===== config.mk =====
export PLATFORM = sky130hd
export DESIGN_NAME = msg_sender
export DESIGN_NICKNAME = d
export VERILOG_FILES = /design/src/rtl/msg_sender_pkg.sv /design/src/rtl/msg_sender_txuart.sv /design/src/rtl/msg_sender.sv
export SDC_FILE = /design/constraint.sdc
export NUM_CORES = 1
export LEC_CHECK = 0
export BUFFER_PORTS_ARGS = -buffer_cell sky130_fd_sc_hd__buf_4
export CORE_ASPECT_RATIO = 0.75
export CORE_UTILIZATION = 50
export CTS_BUF_LIST = sky130_fd_sc_hd__clkbuf_16
export CTS_CLUSTER_SIZE = 24
export DETAILED_ROUTE_END_ITERATION = 8
export HOLD_SLACK_MARGIN = 0.08
export PLACE_DENSITY = 0.69
export SYNTH_ARGS = -nofsm -noshare
export SYNTH_HDL_FRONTEND = slang
export SYNTH_SLANG_ARGS = --single-unit

===== constraint.sdc =====
create_clock -name i_clk -period 2.7 [get_ports i_clk]
set_input_delay 0.135 -clock i_clk [delete_from_list [all_inputs] [get_ports i_clk]]
set_output_delay 0.135 -clock i_clk [all_outputs]
set_load 0.01 [all_outputs]

===== src/rtl/msg_sender_pkg.sv =====
// Shared definitions for the message sender: sequencer states, ASCII helpers
// and the baud divider calculation.
package msg_sender_pkg;

    typedef enum logic [1:0] {
        ST_IDLE  = 2'd0,
        ST_FETCH = 2'd1,
        ST_SEND  = 2'd2
    } state_e;

    localparam logic [7:0] ASCII_CR = 8'h0D;
    localparam logic [7:0] ASCII_LF = 8'h0A;

    function automatic logic [23:0] clocks_per_baud(input int unsigned clk_hz,
                                                    input int unsigned baud);
        return 24'(clk_hz / baud);
    endfunction

    function automatic int idx_width(input int n);
        return (n > 1) ? $clog2(n) : 1;
    endfunction

endpackage


===== src/rtl/msg_sender_txuart.sv =====
// Minimal 8N1 transmitter. No reset: a frame already on the wire always runs
// to its stop bit; the all-zero power-up state is idle with the line high.
module txuart #(
    parameter logic [23:0] CLOCKS_PER_BAUD = 24'd868
) (
    input  logic       i_clk,
    input  logic       i_wr,
    input  logic [7:0] i_data,
    output logic       o_uart_tx,
    output logic       o_busy
);

    // bit_q: 0 idle, 1 start, 2..9 data LSB first, 10 stop
    logic [3:0]  bit_q, bit_d;
    logic [23:0] baud_q, baud_d;
    logic [7:0]  sh_q, sh_d;
    logic        line_n_q, line_n_d;

    always_comb begin
        bit_d    = bit_q;
        baud_d   = baud_q;
        sh_d     = sh_q;
        line_n_d = line_n_q;
        if (bit_q == 4'd0) begin
            if (i_wr) begin
                bit_d    = 4'd1;
                baud_d   = CLOCKS_PER_BAUD - 24'd1;
                sh_d     = i_data;
                line_n_d = 1'b1;
            end
        end else if (baud_q != 24'd0) begin
            baud_d = baud_q - 24'd1;
        end else begin
            baud_d = CLOCKS_PER_BAUD - 24'd1;
            if (bit_q == 4'd10) begin
                bit_d    = 4'd0;
                line_n_d = 1'b0;
            end else begin
                bit_d = bit_q + 4'd1;
                if (bit_q == 4'd9) begin
                    line_n_d = 1'b0;
                end else begin
                    line_n_d = ~sh_q[0];
                    sh_d     = {1'b0, sh_q[7:1]};
                end
            end
        end
    end

    always_ff @(posedge i_clk) begin
        bit_q    <= bit_d;
        baud_q   <= baud_d;
        sh_q     <= sh_d;
        line_n_q <= line_n_d;
    end

    assign o_uart_tx = ~line_n_q;
    assign o_busy    = (bit_q != 4'd0);

endmodule


===== src/rtl/msg_sender.sv =====
// Sends a fixed string over txuart, started by a period timer or a trigger.
// One start request can be queued while a message is in progress.
module msg_sender
    import msg_sender_pkg::*;
#(
    parameter int unsigned          CLOCK_RATE_HZ = 100_000_000,
    parameter int unsigned          BAUD_RATE     = 115_200,
    parameter int                   MSG_LEN       = 15,
    parameter logic [8*MSG_LEN-1:0] MSG           = {"Hello, World!", ASCII_CR, ASCII_LF},
    parameter int unsigned          PERIOD_CLKS   = CLOCK_RATE_HZ,
    localparam int                  IW            = idx_width(MSG_LEN)
) (
    input  logic          i_clk,
    input  logic          i_reset_n,
    input  logic          i_enable,
    input  logic          i_trigger,
    output logic          o_uart_tx,
    output logic          o_busy,
    output logic          o_done,
    output logic [IW-1:0] o_index
);

    localparam logic [23:0]   CPB    = clocks_per_baud(CLOCK_RATE_HZ, BAUD_RATE);
    localparam int            TW     = (PERIOD_CLKS > 1) ? $clog2(PERIOD_CLKS) : 1;
    localparam logic [TW-1:0] RELOAD = TW'((PERIOD_CLKS == 0) ? 0 : PERIOD_CLKS - 1);
    localparam logic [IW-1:0] LAST   = IW'(MSG_LEN - 1);

    state_e        state_q, state_d;
    logic [IW-1:0] index_q, index_d;
    logic [TW-1:0] tmr_q, tmr_d;
    logic [7:0]    data_q, data_d;
    logic          stb_q, stb_d;
    logic          done_q, done_d;
    logic          pending_q, pending_d;
    logic          tick, accept, tx_busy;

    always_comb begin
        tmr_d = tmr_q;
        tick  = 1'b0;
        if (i_enable && PERIOD_CLKS != 0) begin
            if (tmr_q == '0) begin
                tmr_d = RELOAD;
                tick  = 1'b1;
            end else begin
                tmr_d = tmr_q - 1'b1;
            end
        end
    end

    assign accept = stb_q && !tx_busy;

    always_comb begin
        state_d   = state_q;
        index_d   = index_q;
        data_d    = data_q;
        stb_d     = stb_q;
        done_d    = 1'b0;
        pending_d = pending_q;
        case (state_q)
            ST_IDLE: begin
                // Holding off until the line is free keeps a frame that
                // survived a reset from being overwritten.
                if (pending_q && !tx_busy) begin
                    state_d   = ST_FETCH;
                    pending_d = 1'b0;
                end
            end
            ST_FETCH: begin
                data_d  = MSG[8*(MSG_LEN-1-int'(index_q)) +: 8];
                stb_d   = 1'b1;
                state_d = ST_SEND;
            end
            ST_SEND: begin
                if (accept) begin
                    stb_d = 1'b0;
                    if (index_q == LAST) begin
                        index_d = '0;
                        done_d  = 1'b1;
                        state_d = ST_IDLE;
                    end else begin
                        index_d = index_q + 1'b1;
                        state_d = ST_FETCH;
                    end
                end
            end
            default: state_d = ST_IDLE;
        endcase
        // A request arriving as IDLE consumes the previous one stays queued.
        if (tick || i_trigger) pending_d = 1'b1;
    end

    always_ff @(posedge i_clk) begin
        if (!i_reset_n) begin
            state_q   <= ST_IDLE;
            index_q   <= '0;
            tmr_q     <= RELOAD;
            data_q    <= 8'h00;
            stb_q     <= 1'b0;
            done_q    <= 1'b0;
            pending_q <= 1'b0;
        end else begin
            state_q   <= state_d;
            index_q   <= index_d;
            tmr_q     <= tmr_d;
            data_q    <= data_d;
            stb_q     <= stb_d;
            done_q    <= done_d;
            pending_q <= pending_d;
        end
    end

    txuart #(.CLOCKS_PER_BAUD(CPB)) u_tx (
        .i_clk    (i_clk),
        .i_wr     (stb_q),
        .i_data   (data_q),
        .o_uart_tx(o_uart_tx),
        .o_busy   (tx_busy)
    );

    assign o_busy  = (state_q != ST_IDLE);
    assign o_done  = done_q;
    assign o_index = index_q;

`ifdef FORMAL
    logic f_past_q = 1'b0;
    always @(posedge i_clk) begin
        f_past_q <= 1'b1;
        if (f_past_q && $past(i_reset_n)) begin
            if ($past(stb_q && tx_busy)) assert (data_q == $past(data_q));
            if (index_q != $past(index_q)) assert ($past(accept));
        end
        assert (index_q <= LAST);
        assert (!o_busy || state_q != ST_IDLE);
    end
`endif

endmodule


# == Word level (Yosys, flattened, before mapping) ==
# Index checks and enable logic that the tools add are counted.
# W data, S select, Z words.
# totals
reg_bits,81
in_bits,4
output_inout_bits,7
wordCells,81
# op_classes
addsub,5
eq_ne,11
shifts,1
n_mux,31
n_bitwise,2
n_reduce_logical,20
# ops
op,count
$shiftx A120 B8 Y8 const A,1
$mux W24,3
$mux W8,5
$logic_not A27 Y1,1
$mux W27,1
$sub A27 B1 Y27 const B,1
$reduce_bool A24 Y1,1
$sub A24 B1 Y24 const B,1
$mux W4,5
$mux W1,13
$eq A4 B4 Y1 const B,3
$reduce_and A2 Y1,5
$add A4 B1 Y4 const B,2
$reduce_bool A2 Y1,4
$ne A2 B1 Y1 const B,3
$ne A2 B2 Y1 const B,3
$pmux W2 S3,1
$sub A4 B4 Y5 const A,1
$logic_not A4 Y1,1
$mux W2,2
$reduce_and A4 Y1,1
$reduce_bool A4 Y1,1
$reduce_and A3 Y1,1
$eq A2 B1 Y1 const B,1
other kinds (7),9

# == Longest topological paths before layout ==
# depth
depth_word,6
depth_mapped,7
ltp_nobuf,6

# == Modules after synthesis ==
# A second synthesis with hierarchy kept.
# hier_totals
cells_unflattened,471
hier_area_um2,4261.6
# modules_own_cells
mod,instances,cells_per_inst,area_per_inst_um2,seq_area_each_um2
msg_sender,1,281,2234.6,860.8
txuart,1,190,2026.9,1111.1

# == Least setup slack after synthesis ==
# No wires, ideal clock.
# synth_path
kind,reg2reg
start,register u_tx.baud_q[8]
end,register u_tx.sh_q[0] (enable)
setup_time_ns,0.383
arrival_ns,2.413
required_ns,2.317
setup_slack_ns,-0.096
stages_incl_launch_ff,6
n_path_buf,1
period_less_slack_ns,2.796
path_cell_list,edfxtp_1 nor4_2 nand4_1 clkbuf_1 o32a_1 a211oi_1
# synth_between
elab_chain_cells,3
# synth_rtl
element,line_no,text
"start, declared",msg_sender_txuart.sv:15,"logic [23:0] baud_q, baud_d;"
"start signal, assigned",msg_sender_txuart.sv:52,baud_q <= baud_d;
$reduce_bool A24 Y1,msg_sender_txuart.sv:31,end else if (baud_q != 24'd0) begin
$ne A2 B1 Y1 (no line),-,
$reduce_and A4 Y1 (no line),-,
"end signal, assigned",msg_sender_txuart.sv:53,sh_q <= sh_d;
"end, declared",msg_sender_txuart.sv:16,"logic [7:0] sh_q, sh_d;"
# Every way passes these cells.
# A chain may end at the register's enable or synchronous reset.

# == Worst setup path in the final report ==
# layout_path
start,register u_tx.baud_q[18]
end,register u_tx.bit_q[2] (enable)
# layout_between
elab_chain_cells,3
# layout_rtl
element,line_no,text
$reduce_bool A24 Y1,msg_sender_txuart.sv:31,
$ne A2 B1 Y1 (no line),-,
$reduce_and A2 Y1 (no line),-,
"end signal, assigned",msg_sender_txuart.sv:51,bit_q <= bit_d;
"end, declared",msg_sender_txuart.sv:14,"logic [3:0] bit_q, bit_d;"
# Every way passes these cells.

==> run_results.csv <==
group,metric,value,unit
sta,tightest_slew,0.817,ns
critical_path,cp_cell_sequence,"or4_1, or2_2, o32a_1, nor2_1",
flow_run,max_cap_viol_count,0,
grt,grt.busiest_layer,"met2",
route,viasPerCell,6.06,
grt,grt_pass1_wl,16.1,mm
route,drc,0,
yosys,ys_warn_count,0,
critical_path,path_max_fanout,8,
grt,grt_util_all_layers,21.4,%
yosys,synth.distinct_cells,63,
clock_network,ctsHoldBuffers,2,
route,drt-total-wl,9.54,mm
sta,period_share,93.3,%
placement,dp.final_hpwl,6.57,mm
yosys,synthMuxAreaShare,2.01,%
placement,place_inst,590,
yosys,synth_xor_area_share,4.36,%
placement,portBuffers,10,
grt,grt_pass1_vias,3390,
grt,use_met2,33.3,%
grt,grt_use_met3,5.23,%
critical_path,start_kind,"flip-flop",
sta,grt_setup_unrepaired,"no",
yosys,ys.flop_type,"dfxtp_1",
die,die_w,111,um
yosys,syn_area_per_cell,9.26,um^2
route,num_vias,3683,
layout,drive_gt1_share,13.6,%
yosys,netlist_top_cells_count,"dfxtp_1, nand2_1, edfxtp_1, a21oi_1, nor2_1",
layout,nNetsFinal,510,
clock_network,cts.path.max_buffers,2,
yosys,synth_compound_area_share,17.4,%
yosys,synth_top_area_share,24.4,%
sta,hold_viol,0,
route,drt_iter0_drc,274,
die,io_pins,11,
layout,fill_cells,707,
yosys,synth_area_leader_cell,"edfxtp_1",
grt,grt_max_degree,25,
layout,layout.area.seq,0.00194,mm^2
clock_network,cts.sinks,79,
die,std_cell_rows,29,
yosys,synth_most_common_cell,"dfxtp_1",
critical_path,end_kind,"flip-flop",
pwr,power_density,526,mW/mm^2
sta,skew,0.00948,ns
layout,finalNonFillerCells,608,
pwr,leakagePower,1.73,nW
yosys,synth-edff-count,36,
placement,gp_congestion,0.825,
critical_path,cp.required,2.69,ns
min_path,hold_class,"primary input to flip-flop",
sta,relSlewSlack,45.1,%
yosys,synthArstFlopShare,0,%
critical_path,cpMaxStageDelayCell,"or4_1",
sta,setup_viol,0,
pwr,irDropWorstVdd,0.000323,V
grt,grt-ovfl-total,0,
die,core_area,0.00853,mm^2
layout,syn_to_final_growth,12.8,%
route,wl_per_cell,15.7,um
route,ant_nets,0,
clock_network,cts_tree,"yes",
clock_network,root_buffer,"clkbuf_16",
clock_network,post_cts_resized,0,
grt,grt.met1_usage,29.4,%
die,start_util,51.9,%
grt,antenna_found_initial,0,
sta,fmax,0.397,GHz
yosys,synth_seq_area_share,43.9,%
clock_network,post_cts_buffers,0,
yosys,synth_adder_area_share,3.11,%
yosys,ys_ff_latch,79,
sta,period_needed,2.52,ns
clock_network,numCtsBuffers,9,
yosys,syn-cell-area,0.00442,mm^2
yosys,syn-instance-count,478,
layout,multiInputGateArea,0.00232,mm^2
layout,antenna_cells,0,
yosys,synth-simple-area-share,25.4,%
sta,tns,0,ns
route,dr.pass1.iters,6,
critical_path,critical_path_arrival,2.51,ns
die,die_h,83.5,um
run_status,status,"complete, no violations",
critical_path,critical_path_class,"flip-flop to flip-flop",
yosys,synthTopCellsByArea,"edfxtp_1, dfxtp_1, a21oi_1",
clock_network,clk_latency,0.34,ns
clock_network,cts-htree-levels,3,
yosys,synth_nets,493,
critical_path,max_stage_delay,0.54,ns
clock_network,clk_pin_slew,0.06,ns
die,die-area,0.00923,mm^2
sta,drv_slew,0,
yosys,synth_top_family_by_area,"simple AND/OR/NAND/NOR gates",
-- critical path, delay by kind of cell (launching register included) --
family / cells / cell delay (ns)
simple gates: 3 / 1.25
flops: 1 / 0.46
compound gates: 1 / 0.47
-- layer usage --
metal  share of wire, %  vias to the layer above
li1                   -                     1831
met1                 49                     1766
met2                 46                       76
met3                4.1                       10
met4               0.92                        0
met5                  0                        -
-- flip-flops by register name, indices dropped and copies added, names as in the netlist --
register	count
data_q	7
u_tx.line_n_q	1
u_tx.baud_q	24
o_index	4
u_tx.sh_q	7
pending_q	1
state_q	2
stb_q	1
o_done	1
tmr_q	27
u_tx.bit_q	4
-- final timing paths --
check                        from             to  slack [ns]  cells past startpoint
hold / removal          i_reset_n      tmr_q[16]        0.13                      2
setup / recovery  u_tx.baud_q[18]  u_tx.bit_q[2]        0.18                      4
hold reg to reg         data_q[6]      data_q[6]        0.47                      2
setup reg to reg  u_tx.baud_q[18]  u_tx.bit_q[2]        0.18                      4
-- final cells by class --
cell class              count  share of cell area (%)
flip-flops and latches     79                    38.9
multi-input cells         356                    46.4
clock buffers              11                    5.51
well taps                 108                    2.71
repair buffers             30                    4.61
clock inverters             5                   0.426
inverters                  19                    1.43
-- power by group --
| group | switching [mW] | internal, mW | total (mW) |
|---|---|---|---|
| clock | 0.469 | 0.722 | 1.19 |
| combinational | 0.0564 | 0.0502 | 0.107 |
| sequential | 0.0406 | 1.29 | 1.33 |
| total | 0.566 | 2.06 | 2.63 |
-- placed cells by master, fill, tap and decap left out, drive strengths merged, types with 3 or more instances in the layout --
cell type,netlist,routed
a21o,3,3
a21oi,33,33
a31oi,4,4
buf,3,28
clkbuf,21,11
clkinv,1,3
dfxtp,43,43
edfxtp,36,36
ha,11,11
inv,18,21
mux2,7,7
nand2,40,40
nand2b,9,9
nand3,21,21
nand3b,3,3
nand4,5,5
nand4b,3,3
nor2,30,30
nor2b,5,5
nor3,8,8
nor3b,3,3
nor4,10,10
o21ai,23,23
o22ai,4,4
o311ai,4,4
o31ai,18,18
o32ai,4,4
or2,9,9
or3,19,19
or4,21,21
xnor2,11,11
xor2,11,11
-- cell families (layout without fill, tap and decap cells) --
group                    Yosys count  after routing
buffers and inverters             43             65
AO/OA/AOI/OAI                    117            117
multiplexers                       8              8
AND/OR/NAND/NOR                  198            198
adder cells (fa/ha/maj)           11             11
flip-flops                        79             79
XOR/XNOR                          22             22
-- stage by stage --
stage / area, um^2 / hold WS [ns] / total power [mW] / util (%) / worst slack, ns
after floorplan: 4430 / 0.263 / 1.42 / - / 0.137
after global placement: 4680 / 0.406 / 1.45 / 54.8 / 0.252
after detailed placement: 4680 / 0.411 / 1.46 / 54.8 / 0.212
after CTS: 4990 / 0.126 / 2.64 / 58.5 / 0.171
after global routing: 4990 / 0.141 / 2.72 / 58.5 / 0.0697
final: 4990 / 0.133 / 2.63 / 58.5 / 0.180
Note: power is estimated with default switching activity, not from simulation.
